$ cat src/rtl/instr_fetch_if.sv
// Bus bundle for the instruction prefetch unit: ROM address/data, redirect
// request and the decoder-facing byte window.
interface instr_fetch_if #(
    parameter int WIDTH      = 8,
    parameter int OUTMUL     = 2,
    parameter int ADDR_WIDTH = 16,
    parameter int DEPTH      = 4
);
    logic [ADDR_WIDTH-1:0]           rom_addr;
    logic [WIDTH*OUTMUL-1:0]         rom_data;
    logic                            jmp;
    logic [ADDR_WIDTH-1:0]           jmp_addr;
    logic [$clog2(OUTMUL+1)-1:0]     out_take;
    logic [WIDTH*OUTMUL-1:0]         out_bytes;
    logic [$clog2(DEPTH+1)-1:0]      out_count;
    logic [ADDR_WIDTH-1:0]           out_pc;

    modport master (
        output rom_addr, out_bytes, out_count, out_pc,
        input  rom_data, jmp, jmp_addr, out_take
    );

    modport slave (
        input  rom_addr, out_bytes, out_count, out_pc,
        output rom_data, jmp, jmp_addr, out_take
    );
endinterface

$ cat src/rtl/instr_fetch.sv
// Instruction prefetch: fetches OUTMUL bytes per cycle from a combinational ROM
// into a circular byte queue and presents the oldest bytes with their PC.
module instr_fetch #(
    parameter int                    WIDTH      = 8,
    parameter int                    OUTMUL     = 2,
    parameter int                    ADDR_WIDTH = 16,
    parameter int                    DEPTH      = 4,
    parameter logic [ADDR_WIDTH-1:0] RESET_ADDR = '0
) (
    input  logic          clk,
    input  logic          rst,
    instr_fetch_if.master bus
);
    localparam int unsigned OM    = OUTMUL;
    localparam int unsigned DP    = DEPTH;
    localparam int          PTR_W = (DEPTH > 1) ? $clog2(DEPTH) : 1;
    localparam int          CNT_W = $clog2(DEPTH + 1);

    logic [WIDTH-1:0]      q [DEPTH];
    logic [ADDR_WIDTH-1:0] fa;
    logic [ADDR_WIDTH-1:0] pc;
    logic [PTR_W-1:0]      head;
    logic [CNT_W-1:0]      count;
    logic                  push;
    logic [CNT_W-1:0]      pop;

    function automatic logic [PTR_W-1:0] wrap(input int unsigned v);
        return PTR_W'(v % DP);
    endfunction

    always_comb begin
        push = (32'(count) + OM <= DP);
        pop  = (CNT_W'(bus.out_take) <= count) ? CNT_W'(bus.out_take) : '0;
    end

    always_ff @(posedge clk) begin
        if (rst) begin
            fa    <= RESET_ADDR;
            pc    <= RESET_ADDR;
            head  <= '0;
            count <= '0;
        end else if (bus.jmp) begin
            fa    <= bus.jmp_addr;
            pc    <= bus.jmp_addr;
            head  <= '0;
            count <= '0;
        end else begin
            if (push) begin
                // Tail is head+count, taken from start-of-cycle state so a
                // same-cycle pop cannot shift where new bytes land.
                for (int unsigned i = 0; i < OM; i++)
                    q[wrap(32'(head) + 32'(count) + i)] <= bus.rom_data[WIDTH*i +: WIDTH];
                fa <= fa + ADDR_WIDTH'(OM);
            end
            head  <= wrap(32'(head) + 32'(pop));
            pc    <= pc + ADDR_WIDTH'(pop);
            count <= count + (push ? CNT_W'(OM) : '0) - pop;
        end
    end

    always_comb begin
        bus.rom_addr  = fa;
        bus.out_pc    = pc;
        bus.out_count = count;
        bus.out_bytes = '0;
        for (int unsigned i = 0; i < OM; i++)
            if (i < 32'(count))
                bus.out_bytes[WIDTH*i +: WIDTH] = q[wrap(32'(head) + i)];
    end
endmodule

$ cat src/flat_wrapper.sv
// flat-port wrapper written by rule: the top's interface ports become plain ports
module instr_fetch_flat 
#(
    parameter int                    WIDTH      = 8,
    parameter int                    OUTMUL     = 2,
    parameter int                    ADDR_WIDTH = 16,
    parameter int                    DEPTH      = 4,
    parameter logic [ADDR_WIDTH-1:0] RESET_ADDR = '0
)
  (clk, rst, bus_rom_addr, bus_out_bytes, bus_out_count, bus_out_pc, bus_rom_data, bus_jmp, bus_jmp_addr, bus_out_take);
  instr_fetch_if #(.WIDTH(WIDTH), .OUTMUL(OUTMUL), .ADDR_WIDTH(ADDR_WIDTH), .DEPTH(DEPTH)) bus_i ();
  input  logic clk;
  input  logic rst;
  output wire logic [$bits(bus_i.rom_addr)-1:0] bus_rom_addr;
  output wire logic [$bits(bus_i.out_bytes)-1:0] bus_out_bytes;
  output wire logic [$bits(bus_i.out_count)-1:0] bus_out_count;
  output wire logic [$bits(bus_i.out_pc)-1:0] bus_out_pc;
  input wire logic [$bits(bus_i.rom_data)-1:0] bus_rom_data;
  input wire logic [$bits(bus_i.jmp)-1:0] bus_jmp;
  input wire logic [$bits(bus_i.jmp_addr)-1:0] bus_jmp_addr;
  input wire logic [$bits(bus_i.out_take)-1:0] bus_out_take;
  assign bus_rom_addr = bus_i.rom_addr;
  assign bus_out_bytes = bus_i.out_bytes;
  assign bus_out_count = bus_i.out_count;
  assign bus_out_pc = bus_i.out_pc;
  assign bus_i.rom_data = bus_rom_data;
  assign bus_i.jmp = bus_jmp;
  assign bus_i.jmp_addr = bus_jmp_addr;
  assign bus_i.out_take = bus_out_take;
  instr_fetch #(.WIDTH(WIDTH), .OUTMUL(OUTMUL), .ADDR_WIDTH(ADDR_WIDTH), .DEPTH(DEPTH), .RESET_ADDR(RESET_ADDR)) u_core (.clk(clk), .rst(rst), .bus(bus_i));
endmodule
$ cat config.mk
export PLATFORM = sky130hd
export DESIGN_NAME = instr_fetch_flat
export DESIGN_NICKNAME = d
export VERILOG_FILES = /design/src/rtl/instr_fetch_if.sv /design/src/rtl/instr_fetch.sv /design/src/flat_wrapper.sv
export SDC_FILE = /design/constraint.sdc
export NUM_CORES = 1
export LEC_CHECK = 0
export ABC_AREA = 0
export CORE_ASPECT_RATIO = 1.75
export CORE_UTILIZATION = 30
export CTS_BUF_LIST = sky130_fd_sc_hd__clkbuf_16
export DETAILED_ROUTE_END_ITERATION = 7
export SKIP_CTS_REPAIR_TIMING = 1
export SLEW_MARGIN = 20
export SYNTH_ARGS = -nofsm -noshare
export SYNTH_HDL_FRONTEND = slang
export SYNTH_SLANG_ARGS = --single-unit
$ cat constraint.sdc
create_clock -name clk -period 8.5 [get_ports clk]
set_clock_uncertainty 0.1 [all_clocks]
set_input_delay 1.7 -clock clk [delete_from_list [all_inputs] [get_ports clk]]
set_output_delay 1.7 -clock clk [all_outputs]
set_load 0.02 [all_outputs]
# Word level (Yosys, flattened, before mapping)
# Memories as Yosys holds them, arrays and structs flattened. A register that Yosys moved wholly into a read port is not among the register bits.
# Cells that the tools add are included.
[word_totals] ram_bits=32 register_bits=37 out_inout_bits=51 mem_count=1 inputBits=37 word_cells=32
[op_classes] add_sub_neg=9 n_lt_le_gt_ge=4 n_reduce_logical=2 n_mux=12
[memory_table] name="u_core.q" words=4 width=8 rd=2 rd_ports_with_merged_regs=1 write_ports=2 line_no="instr_fetch.sv:19" text="logic [WIDTH-1:0] q [DEPTH];"
[op_table] op="$mux 16" count=3
[op_table] op="$le 32x3->1 const B" count=1
[op_table] op="$add 16x2->16 const B" count=1
[op_table] op="$add 16x3->16" count=1
[op_table] op="$mux 8" count=2
[op_table] op="$lt 1x3->1 const A" count=2
[op_table] op="$mux 2" count=3
[op_table] op="$add 2x1->2 const B" count=2
[op_table] op="$add 2x2->2" count=2
[op_table] op="$add 3x2->4 const B" count=1
[op_table] op="$mux 1" count=4
[op_table] op="$add 3x2->3" count=1
[op_table] op="$le 2x3->1" count=1
[op_table] op="$sub 3x3->3" count=1
[op_table] op="$reduce_bool 2->1" count=1
[op_table] op="$reduce_or 2->1" count=1

# Depth between registers and ports, before layout
[depth] word_depth=6 mapped_depth=12 mapped_depth_nobuf=12

# Least setup slack after synthesis
# Ideal clock, no wire load.
[synth_path] path_type="input to register" start="input port bus_out_take[1]" end="register u_core.pc[12], in the netlist u_core.bus.out_pc[12]" path_slack_ns=4.347 required_time_ns=8.265 setup_time_ns=0.135 arrival_ns=3.918 stages=11 cell_sequence="ha_1 -> nor2b_1 -> o21ai_0 -> and2_1 -> ha_1 -> inv_1 -> fa_1 -> nand3b_1 -> nor4_1 -> xnor2_1 -> a21boi_0"
[synth_between] elab_chain_len=4
[synth_lines] item="start, declared" line_no="flat_wrapper.sv:21" text="input wire logic [$bits(bus_i.out_take)-1:0] bus_out_take;"
[synth_lines] item="$le 2x3->1" line_no="instr_fetch.sv:33" text="pop = (CNT_W'(bus.out_take) <= count) ? CNT_W'(bus.out_take) : '0;"
[synth_lines] item="$mux 2 (*)" line_no="instr_fetch.sv:33"
[synth_lines] item="$add 16x3->16 (*)" line_no="instr_fetch.sv:56" text="pc <= pc + ADDR_WIDTH'(pop);"
[synth_lines] item="$mux 16 (*)" line_no="instr_fetch.sv:42" text="end else if (bus.jmp) begin"
[synth_lines] item="end signal, assigned" line_no="instr_fetch.sv:44" text="pc <= bus.jmp_addr;"
[synth_lines] item="end signal, assigned" line_no="instr_fetch.sv:56"
[synth_lines] item="end, declared" line_no="instr_fetch.sv:21" text="logic [ADDR_WIDTH-1:0] pc;"
# Every way passes the cells marked *; elsewhere a longest branch is shown, timed or not.
# A chain may end at the register's enable or synchronous reset.

# Worst setup path after layout
# Same ends and word-level chain as after synthesis.

==> impl_metrics.env <==
export IMPL_status="complete, no violations"
export IMPL_start_util_pct=30.8
export IMPL_critPathSlowestCell="clkdlybuf4s50_1"
export IMPL_startpoint="bus_out_take[1]"
export IMPL_maxCapViolCount=0
export IMPL_dpl_cell_area_mm2=0.00501
export IMPL_drc=0
export IMPL_cts_buffer_depth=2
export IMPL_cts_max_level=3
export IMPL_cts_sinks=69
export IMPL_die_h_um=154
export IMPL_path_clk_slew_ps=50
export IMPL_fillCellCount=1325
export IMPL_boundaryPins=88
export IMPL_dp_hpwl_um=7740
export IMPL_path_max_fanout=4
export IMPL_grt_pass1_wl_um=15300
export IMPL_hold_path_depth=2
export IMPL_fin_crit_ps=4720
export IMPL_place_gp_congestion=0.786
export IMPL_area_delta_synth_final_pct=32.3
export IMPL_utilization_pct=40.7
export IMPL_cp_end_kind="register"
export IMPL_ys_flop_type="dfxtp_1"
export IMPL_worst_pin_slew_ps=1010
export IMPL_postRouteAntennaNets=0
export IMPL_hold_class="register to register"
export IMPL_setup_viol=0
export IMPL_vdd_drop_max_mv=0.101
export IMPL_min_to="u_core.bus.rom_addr[0]"
export IMPL_path_cells="clkdlybuf4s50_1 -> ha_1 -> nor2b_1 -> o21ai_0 -> and2_1 -> ha_1 -> inv_1 -> fa_1 -> nand3b_1 -> nor4_1 -> xnor2_1 -> a21boi_0"
export IMPL_rr_startpoint="u_core.bus.out_count[1]"
export IMPL_cp_required_ps=8570
export IMPL_pwr_share_seq_pct=36.9
export IMPL_ys_seq_elements=69
export IMPL_p_int_mw=0.803
export IMPL_grt_ovfl_total=0
export IMPL_post_route_period_util_pct=55.5
export IMPL_p_leak_nw=1.90
export IMPL_fin_area_mm2=0.00527
export IMPL_p_clk_share_pct=26.7
export IMPL_slew_violations=0
export IMPL_grt_max_degree=30
export IMPL_syn_avg_cell_area_um2=11.4
export IMPL_slew_headroom_pct=32.4
export IMPL_ys_async_sr_fraction_pct=0
export IMPL_crit_path_start_kind="input port"
export IMPL_postSynthCellCount=348
export IMPL_wirelength_um=9920
export IMPL_switching_share_pct=32.8
export IMPL_portBuffers=87
export IMPL_layout_cells_most_common="clkdlybuf4s50_1"
export IMPL_cts_tree="built"
export IMPL_num_rows=55
export IMPL_vias=3028
export IMPL_first_pass_iters=4
export IMPL_grt_antenna_before_repair=0
export IMPL_netlist_area_mm2=0.00398
export IMPL_routed_via_density=4.96
export IMPL_n_antenna_cell=0
export IMPL_cts_buffers=9
export IMPL_timing_hold_ws_ps=365
export IMPL_fmax_ghz=0.212
export IMPL_switchingPower_mw=0.392
export IMPL_crit_top_cell="ha_1"
export IMPL_rsz0062_at_grt="no"
export IMPL_finalWorstSetupSlack_ps=3780
export IMPL_tns_ps=0
export IMPL_hold_viol_final=0
export IMPL_critPathMaxStageDelay_ps=460
export IMPL_drive_gt1_share_pct=15.2
export IMPL_synth_edf_count=32
export IMPL_grt_pass1_vias=3023
export IMPL_design_core_area_mm2=0.0129
export IMPL_synth_distinct_cells=52
export IMPL_fp_dieW_um=89.1
export IMPL_clock_latency_ps=320
export IMPL_cts_root_buf="clkbuf_16"
export IMPL_power_density_mw_per_mm2=227
export IMPL_cp_arrival_ps=4790
export IMPL_wl_per_cell_um=16.2
export IMPL_hold_path_startpoint="u_core.bus.rom_addr[0]"
export IMPL_ys_warnings_count=0
export IMPL_final_cell_mix="clkdlybuf4s50_1 (87), dfxtp_1 (36), edfxtp_1 (32)"
export IMPL_final_nets=483
export IMPL_power_frac_comb_pct=36.4
export IMPL_ys_seq_area_share_pct=42.7
export IMPL_die_area_mm2=0.0138
export IMPL_path_class="input port to register"
export IMPL_r2r_end="u_core.bus.out_pc[12]"
export IMPL_worst_r2r_setup_slack_ps=5000
export IMPL_pre_cts_slack_ps=3460
export IMPL_drt_iter0_drc=83
export IMPL_reg2regPathDepth=12
export IMPL_syn_nets=396
export IMPL_grt_usage_pct=14.9
==> sequential cells by signal, indices dropped and copies added, names as in the netlist <==
signal	cells
u_core.bus.out_count	3
u_core.head	2
u_core.bus.out_pc	16
u_core.bus.rom_addr	16
u_core.q	32
==> synth_stat cells, types with 5 or more instances <==
| library cell | number | share of area (%) |
|---|---|---|
| mux4_2 | 12 | 6.8 |
| edfxtp_1 | 32 | 24 |
| nand3_1 | 7 | 0.88 |
| mux2_2 | 24 | 6.8 |
| nand2_1 | 15 | 1.4 |
| o21ai_0 | 7 | 0.88 |
| xor2_1 | 8 | 1.8 |
| ha_1 | 9 | 2.8 |
| nor3_1 | 8 | 1.0 |
| a21oi_1 | 18 | 2.3 |
| nor2b_1 | 20 | 3.1 |
| and3_1 | 7 | 1.1 |
| xnor2_1 | 15 | 3.3 |
| nor2_1 | 12 | 1.1 |
| clkbuf_1 | 9 | 0.85 |
| a21boi_0 | 16 | 3.0 |
| dfxtp_1 | 37 | 19 |
| nand4_1 | 11 | 1.7 |
| inv_1 | 23 | 2.2 |
| mux2_4 | 8 | 3.0 |
| nor4_1 | 5 | 0.79 |
==> kinds of logic after synthesis <==
| logic type | after synthesis | share of synthesized area [%] |
|---|---|---|
| and+or+nand+nor | 100 | 14.6 |
| DFF | 69 | 42.7 |
| AOI/OAI and AO/OA | 55 | 9.18 |
| muxes | 50 | 19.7 |
| buffers and inverters | 39 | 4.27 |
| xor gates and xnor gates | 24 | 5.63 |
| adders and majority gates | 11 | 3.83 |
==> power groups by stage <==
| stage | combinational (mW) | sequential, mW | clock (mW) |
|---|---|---|---|
| 3_5_place_dp | 0.441 | 0.449 | 0 |
| 3_3_place_gp | 0.435 | 0.447 | 0 |
| 4_1_cts | 0.443 | 0.442 | 0.327 |
| 2_1_floorplan | 0.265 | 0.447 | 0 |
| 5_1_grt | 0.474 | 0.448 | 0.342 |
| 6_report | 0.435 | 0.441 | 0.319 |
==> metal layers <==
metal  track usage [%]  up-vias  part of all wire [%]
met1              14.9     1459                    37
met5                 0        -                     0
met2              29.6       91                    59
met3              3.52       10                   3.8
li1                  -     1468                     -
met4              3.55        0                   1.0
==> worst max-delay path: cells and delay by family <==
kind                       cells  cell delay (ps)
AOI/OAI and AO/OA              2              410
xor gates and xnor gates       1              170
adders and majority gates      3              910
buffers and inverters          2              510
and+or+nand+nor                4             1070
==> how the worst max path moves through the flow <==
stage / to / slack [ps]
6_report: u_core.bus.out_pc[12] / 3780
5_1_grt: u_core.bus.out_pc[14] / 3570
4_1_cts: u_core.bus.out_pc[12] / 3780
3_5_place_dp: u_core.bus.out_pc[12] / 3460
3_3_place_gp: u_core.bus.out_pc[14] / 3610
2_1_floorplan: u_core.bus.out_pc[12] / 4350
==> layout make-up <==
cell class / instances / area [µm²] / area share [%]
clock inverters: 7 / 27.5 / 0.523
clock buffers: 9 / 225 / 4.28
inverters: 26 / 103 / 1.95
flip-flops and latches: 69 / 1700 / 32.3
multi-input cells: 240 / 2110 / 40.0
repair buffers: 89 / 886 / 16.8
well taps: 171 / 214 / 4.06
==> metrics by stage <==
stage                     total power [mW]  cells
final                                 1.20    611
after global placement               0.882    595
after CTS                             1.21    611
after detailed placement             0.890    595
after floorplan                      0.712    348
after global routing                  1.26    611
No activity file was read; power rests on OpenSTA's default activity.
